[src/rtl/spi_pkg.sv]
`default_nettype none
// ============================================================================
// Package     : spi_pkg
// Description : Command opcodes and read-FSM encoding used by spi_ram and
//               the SPI slave front end that feeds it.
// Revision    : 1.0 - initial release
// ============================================================================
package spi_pkg;

    // Opcode field din[9:8]
    localparam logic [1:0] WR_ADDR = 2'b00;
    localparam logic [1:0] WR_DATA = 2'b01;
    localparam logic [1:0] RD_ADDR = 2'b10;
    localparam logic [1:0] RD_DATA = 2'b11;

    // Read sequencer: no address / address held / one-cycle fetch
    typedef enum logic [1:0] {
        RD_IDLE  = 2'b00,
        RD_ARMED = 2'b01,
        RD_FETCH = 2'b10
    } rd_state_t;

endpackage : spi_pkg
`default_nettype wire

[src/rtl/spi_ram_array.sv]
`default_nettype none
// ============================================================================
// Module      : spi_ram_array
// Description : Single-clock byte storage, one synchronous write port and
//               one registered read port. Contents are never reset.
// Ports       : clk            - clock
//               we/waddr/wdata - write port
//               re/raddr       - read request, data appears on rdata after
//                                the rising edge with re=1
//               rdata          - registered read data
// Revision    : 1.0 - initial release
// ============================================================================
module spi_ram_array #(
    parameter int MEM_DEPTH = 256,
    parameter int ADDR_SIZE = 8
) (
    input  logic                 clk,
    input  logic                 we,
    input  logic [ADDR_SIZE-1:0] waddr,
    input  logic [7:0]           wdata,
    input  logic                 re,
    input  logic [ADDR_SIZE-1:0] raddr,
    output logic [7:0]           rdata
);

    logic [7:0] mem [MEM_DEPTH];

    always_ff @(posedge clk) begin
        if (we) begin
            mem[waddr] <= wdata;
        end
        if (re) begin
            rdata <= mem[raddr];
        end
    end

endmodule : spi_ram_array
`default_nettype wire

[src/rtl/spi_ram.sv]
`default_nettype none
// ============================================================================
// Module      : spi_ram
// Description : Command-driven RAM behind an SPI slave. Decodes 10-bit
//               command words, keeps auto-incrementing write/read pointers,
//               runs the read sequencer and flags out-of-order commands.
// Ports       : clk, rst_n (async, active-low)
//               din[9:0]  - {opcode, payload}, qualified by rx_valid
//               tx_data   - read data, held between reads
//               tx_valid  - one pulse per accepted RD_DATA
//               cmd_err   - one pulse per out-of-sequence data command
// Revision    : 1.0 - initial release
// ============================================================================
module spi_ram
    import spi_pkg::*;
#(
    parameter int MEM_DEPTH = 256,   // must equal 2**ADDR_SIZE
    parameter int ADDR_SIZE = 8
) (
    input  logic       clk,
    input  logic       rst_n,
    input  logic [9:0] din,
    input  logic       rx_valid,
    output logic [7:0] tx_data,
    output logic       tx_valid,
    output logic       cmd_err
);

    logic [1:0]           opcode;
    logic [7:0]           payload;
    logic [ADDR_SIZE-1:0] payload_addr;

    rd_state_t            state;
    rd_state_t            state_next;
    logic [ADDR_SIZE-1:0] wr_addr;
    logic                 wr_armed;
    logic [ADDR_SIZE-1:0] rd_addr;
    logic [ADDR_SIZE-1:0] rd_addr_post;
    logic                 ram_we;
    logic                 ram_re;
    logic                 err_next;
    logic [7:0]           ram_rdata;
    logic [7:0]           tx_hold;

    assign opcode       = din[9:8];
    assign payload      = din[7:0];
    assign payload_addr = ADDR_SIZE'(payload);

    // Read pointer as it stands once any in-flight fetch has retired. A new
    // RD_DATA landing in the fetch cycle therefore reads the next word, and
    // wrap-around falls out of the ADDR_SIZE-bit arithmetic.
    assign rd_addr_post = (state == RD_FETCH) ? rd_addr + ADDR_SIZE'(1) : rd_addr;

    always_ff @(posedge clk or negedge rst_n) begin
        if (!rst_n) begin
            state <= RD_IDLE;
        end else begin
            state <= state_next;
        end
    end

    always_comb begin
        state_next = state;
        ram_we     = 1'b0;
        ram_re     = 1'b0;
        err_next   = 1'b0;
        if (state == RD_FETCH) begin
            state_next = RD_ARMED;
        end
        if (rx_valid) begin
            case (opcode)
                WR_DATA: begin
                    if (wr_armed) begin
                        ram_we = 1'b1;
                    end else begin
                        err_next = 1'b1;
                    end
                end
                RD_ADDR: begin
                    state_next = RD_ARMED;
                end
                RD_DATA: begin
                    if (state == RD_IDLE) begin
                        err_next = 1'b1;
                    end else begin
                        state_next = RD_FETCH;
                        ram_re     = 1'b1;
                    end
                end
                default: begin
                end
            endcase
        end
    end

    always_ff @(posedge clk or negedge rst_n) begin
        if (!rst_n) begin
            wr_addr  <= '0;
            wr_armed <= 1'b0;
            rd_addr  <= '0;
            cmd_err  <= 1'b0;
            tx_hold  <= 8'h00;
        end else begin
            cmd_err <= err_next;
            if (rx_valid && opcode == WR_ADDR) begin
                wr_addr  <= payload_addr;
                wr_armed <= 1'b1;
            end else if (ram_we) begin
                wr_addr <= wr_addr + ADDR_SIZE'(1);
            end
            if (rx_valid && opcode == RD_ADDR) begin
                rd_addr <= payload_addr;
            end else begin
                rd_addr <= rd_addr_post;
            end
            if (state == RD_FETCH) begin
                tx_hold <= ram_rdata;
            end
        end
    end

    // The array's read register has no reset, so tx_data is steered from
    // it only during the fetch cycle and otherwise from a resettable copy.
    // Reset drops the FSM to RD_IDLE, which clears both outputs at once.
    assign tx_valid = (state == RD_FETCH);
    assign tx_data  = (state == RD_FETCH) ? ram_rdata : tx_hold;

    spi_ram_array #(
        .MEM_DEPTH (MEM_DEPTH),
        .ADDR_SIZE (ADDR_SIZE)
    ) u_array (
        .clk   (clk),
        .we    (ram_we),
        .waddr (wr_addr),
        .wdata (payload),
        .re    (ram_re),
        .raddr (rd_addr_post),
        .rdata (ram_rdata)
    );

endmodule : spi_ram
`default_nettype wire
[config.mk]
export PLATFORM = sky130hd
export DESIGN_NAME = spi_ram
export DESIGN_NICKNAME = d
export VERILOG_FILES = /design/src/rtl/spi_pkg.sv /design/src/rtl/spi_ram_array.sv /design/src/rtl/spi_ram.sv
export SDC_FILE = /design/constraint.sdc
export NUM_CORES = 2
export LEC_CHECK = 0
export ABC_AREA = 1
export BUFFER_PORTS_ARGS = -buffer_cell sky130_fd_sc_hd__buf_2
export CORE_MARGIN = 3
export CORE_UTILIZATION = 39
export DETAILED_ROUTE_END_ITERATION = 10
export SLEW_MARGIN = 15
export SYNTH_ARGS = -nofsm -noshare
export SYNTH_HDL_FRONTEND = slang
export SYNTH_HIERARCHICAL = 1
export SYNTH_SLANG_ARGS = --single-unit
[constraint.sdc]
create_clock -name clk -period 5.9 [get_ports clk]
set_input_delay 1.18 -clock clk [delete_from_list [all_inputs] [get_ports clk]]
set_output_delay 1.18 -clock clk [all_outputs]
set_load 0.05 [all_outputs]
==> results.yml <==
run_status:
  status: "completed"
logic_synthesis:
  synth.avg_cell_area_um2: 11.8
  synth_area_um2: 85000
  yosys-top-cells-area: "edfxtp_1 73%, nand3_1 12%, nand2_1 9.7%, buf_2 1.6%, nor2_1 1.3%"
  synth.distinct_cells: 38
  yosys.area.top_type_share: 0.726
  synth-edff-count: 2056
  async_flop_share: 0.0134
  synth_seq_cells: 2084
  synth_fp_nets: 7211
  synth_top_area_cell: "edfxtp_1"
  synth_common_cells: "2203 x nand2_1, 2056 x edfxtp_1, 2035 x nand3_1"
  synth-seq-area-share: 0.734
  ys.flop_type: "edfxtp_1"
  ys_warn_count: 6
  synth.most_common_cell: "nand2_1"
  syn_inst: 7196
routing:
  totalWireLength_um: 232000
  vias: 55500
  detail_route.wl_per_cell_um: 23.2
  final_antenna_net_count: 0
  first_iter_violations: 6757
  first_pass_iters: 6
  drcViolationCount: 0
  routed_via_density: 5.54
power_and_ir_drop:
  irDropWorstVdd_mv: 0.485
  switchingPower_mw: 14.3
  clkPwrFrac: 0.308
  power_density_nw_per_um2: 435
  p_int_mw: 26.5
  leakagePower_nw: 32.1
  power.share.switching: 0.351
  power_frac_comb: 0.289
  pwr-share-seq: 0.403
final_layout:
  drive_above_1_share: 0.0567
  fill_cells: 19700
  nNetsFinal: 7027
  area_growth_pct: 10.2
  seqCellArea_um2: 62400
  multi_input_area_um2: 20000
global_routing:
  grt_pass1_wl_um: 346000
  grt.total_usage: 0.203
  antenna_found_initial: 2
  grt_max_degree: 224
  grt_pass1_vias: 52200
  grt_overflow: 0
timing:
  max_freq_mhz: 202
  finalCriticalPeriod_ns: 4.94
  fin_crit_sh: 0.838
  grt_setup_unrepaired: "no"
  tns_ns: 0
  worst_pin_slew_ns: 1.23
  slew_headroom: 0.179
  whs_ns: 0.399
  finalHoldViolCount: 0
  final_max_slew_viol_count: 0
  finalClockSkew_ns: 0.0295
  setup_violations: 0
setup_path:
  crit_path_end_kind: "flop"
  cp-start-kind: "flop"
  rrSetupSlack_ns: 0.96
  regToRegEndpoint: "u_array/rdata[0]"
  r2r_cells: 15
  worstReg2RegStart: "state[0]"
  cp.arrival_ns: 5.64
  cp_max_fo: 197
  critPathRequiredTime_ns: 6.59
  crit_type: "reg -> reg"
die:
  die_area_um2: 224000
  chipHeight_um: 473
  chipWidth_um: 473
  rows: 170
  io_pins: 23
  fp.coreArea_um2: 216000
  initial_core_util: 0.394
clock_network:
  cts_tree: "done"
  cts_buffer_depth: 3
  worstSkewPairLatency_ns: 0.84
  postCtsSetupRepairBufs: 0
  cts_resized: 0
  cts_sinks: 2084
  clkTransAtPathRegs_ns: 0.06
  cts_buffers: 203
  postCtsHoldBufs: 0
  cts-root-buf: "clkbuf_16"
  htree_levels: 4
placement:
  gp_congestion: 0.842
  numPortBuffers: 22
  dp_hpwl_um: 125000
run:
  drv_cap: 0
worst_hold_path:
  hp-class: "in -> async"
-- cell usage in the layout, fill, tap and decap left out, types with 15 or more instances in the layout --
master and n:
inv_1 50, clkinv_1 42, dfrtp_1 28, buf_4 44, bufinv_16 15, nand2_1 2193
clkbuf_16 205, buf_12 29, clkinv_2 34, nor2_1 291, nand3_1 2035, clkbuf_1 56
edfxtp_1 2056
-- worst max-delay path by stage --
stage               startpoint                  end  depth (start not counted)
floorplan               din[9]  u_array/mem[162][0]                          7
global placement      state[0]     u_array/rdata[0]                         15
detailed placement    state[0]     u_array/rdata[3]                         15
CTS                   state[0]     u_array/rdata[3]                         15
global route          state[0]     u_array/rdata[0]                         15
finish                state[0]     u_array/rdata[0]                         15
-- layer usage --
metal | vias up | global-route usage | part of all wire
li1 | 25100 | - | -
met1 | 27600 | 0.294 | 0.43
met2 | 2417 | 0.315 | 0.46
met3 | 350 | 0.0376 | 0.085
met4 | 0 | 0.0586 | 0.027
met5 | - | 0 | 0
-- logic make-up after synthesis --
kind of cell,Yosys count,synth area share
AOI/OAI and AO/OA,13,0.00122
xor gates and xnor gates,5,0.000603
adders and majority gates,2,0.000294
buffers and inverters,544,0.0318
DFF,2084,0.734
and+or+nand+nor,4548,0.232
-- stage by stage --
step	power (mW)	setup slack, ns	std cells	cell area [um2]	util
6_report	40.8	0.958	10000	93700	0.434
2_1_floorplan	24.9	2.85	7196	85000	-
3_5_place_dp	28.4	1.13	9645	87300	0.405
5_1_grt	42.7	0.686	10000	93700	0.434
4_1_cts	40.9	1.11	10000	93700	0.434
3_3_place_gp	28.3	1.09	9645	87300	0.405
-- area by class of cell --
type | count | share of cell area
Multi-Input combinational cell | 4568 | 0.213
Tap cell | 2838 | 0.0379
Timing Repair Buffer | 95 | 0.0118
Clock inverter | 106 | 0.0108
Sequential cell | 2084 | 0.666
Inverter | 60 | 0.00290
Clock buffer | 262 | 0.0571
Antenna cell | 3 | 0.0000801
-- worst max-delay path, stage by stage (launching register included) --
cell and delay [ns]:
dfrtp_1 0.41, inv_1 0.13, nand2_1 0.33, xnor2_4 0.81, buf_12 0.63, buf_4 0.59, nand2_1 0.12, nand3_1 0.11
nand3_1 0.07, nand3_1 0.18, nand3_1 0.13, nand3_1 0.17, nand3_1 0.43, nand2_1 0.23, nand2_1 0.16, nand2_1 0.10
-- power groups by stage --
stage / registers, mW / logic (mW) / clock network [mW]
global placement: 16.7 / 11.6 / 0
detailed placement: 16.7 / 11.7 / 0
global route: 16.4 / 12.9 / 13.4
CTS: 16.4 / 11.7 / 12.8
floorplan: 16.7 / 8.16 / 0
finish: 16.4 / 11.8 / 12.6
-- sequential cells by signal, indices dropped and copies added (netlist names) --
name and count:
u_array/mem 2048, rd_addr 8, tx_hold 8, u_array/rdata 8, wr_addr 8, state 2, cmd_err 1, wr_armed 1
Power figures use the tool's default switching activity.
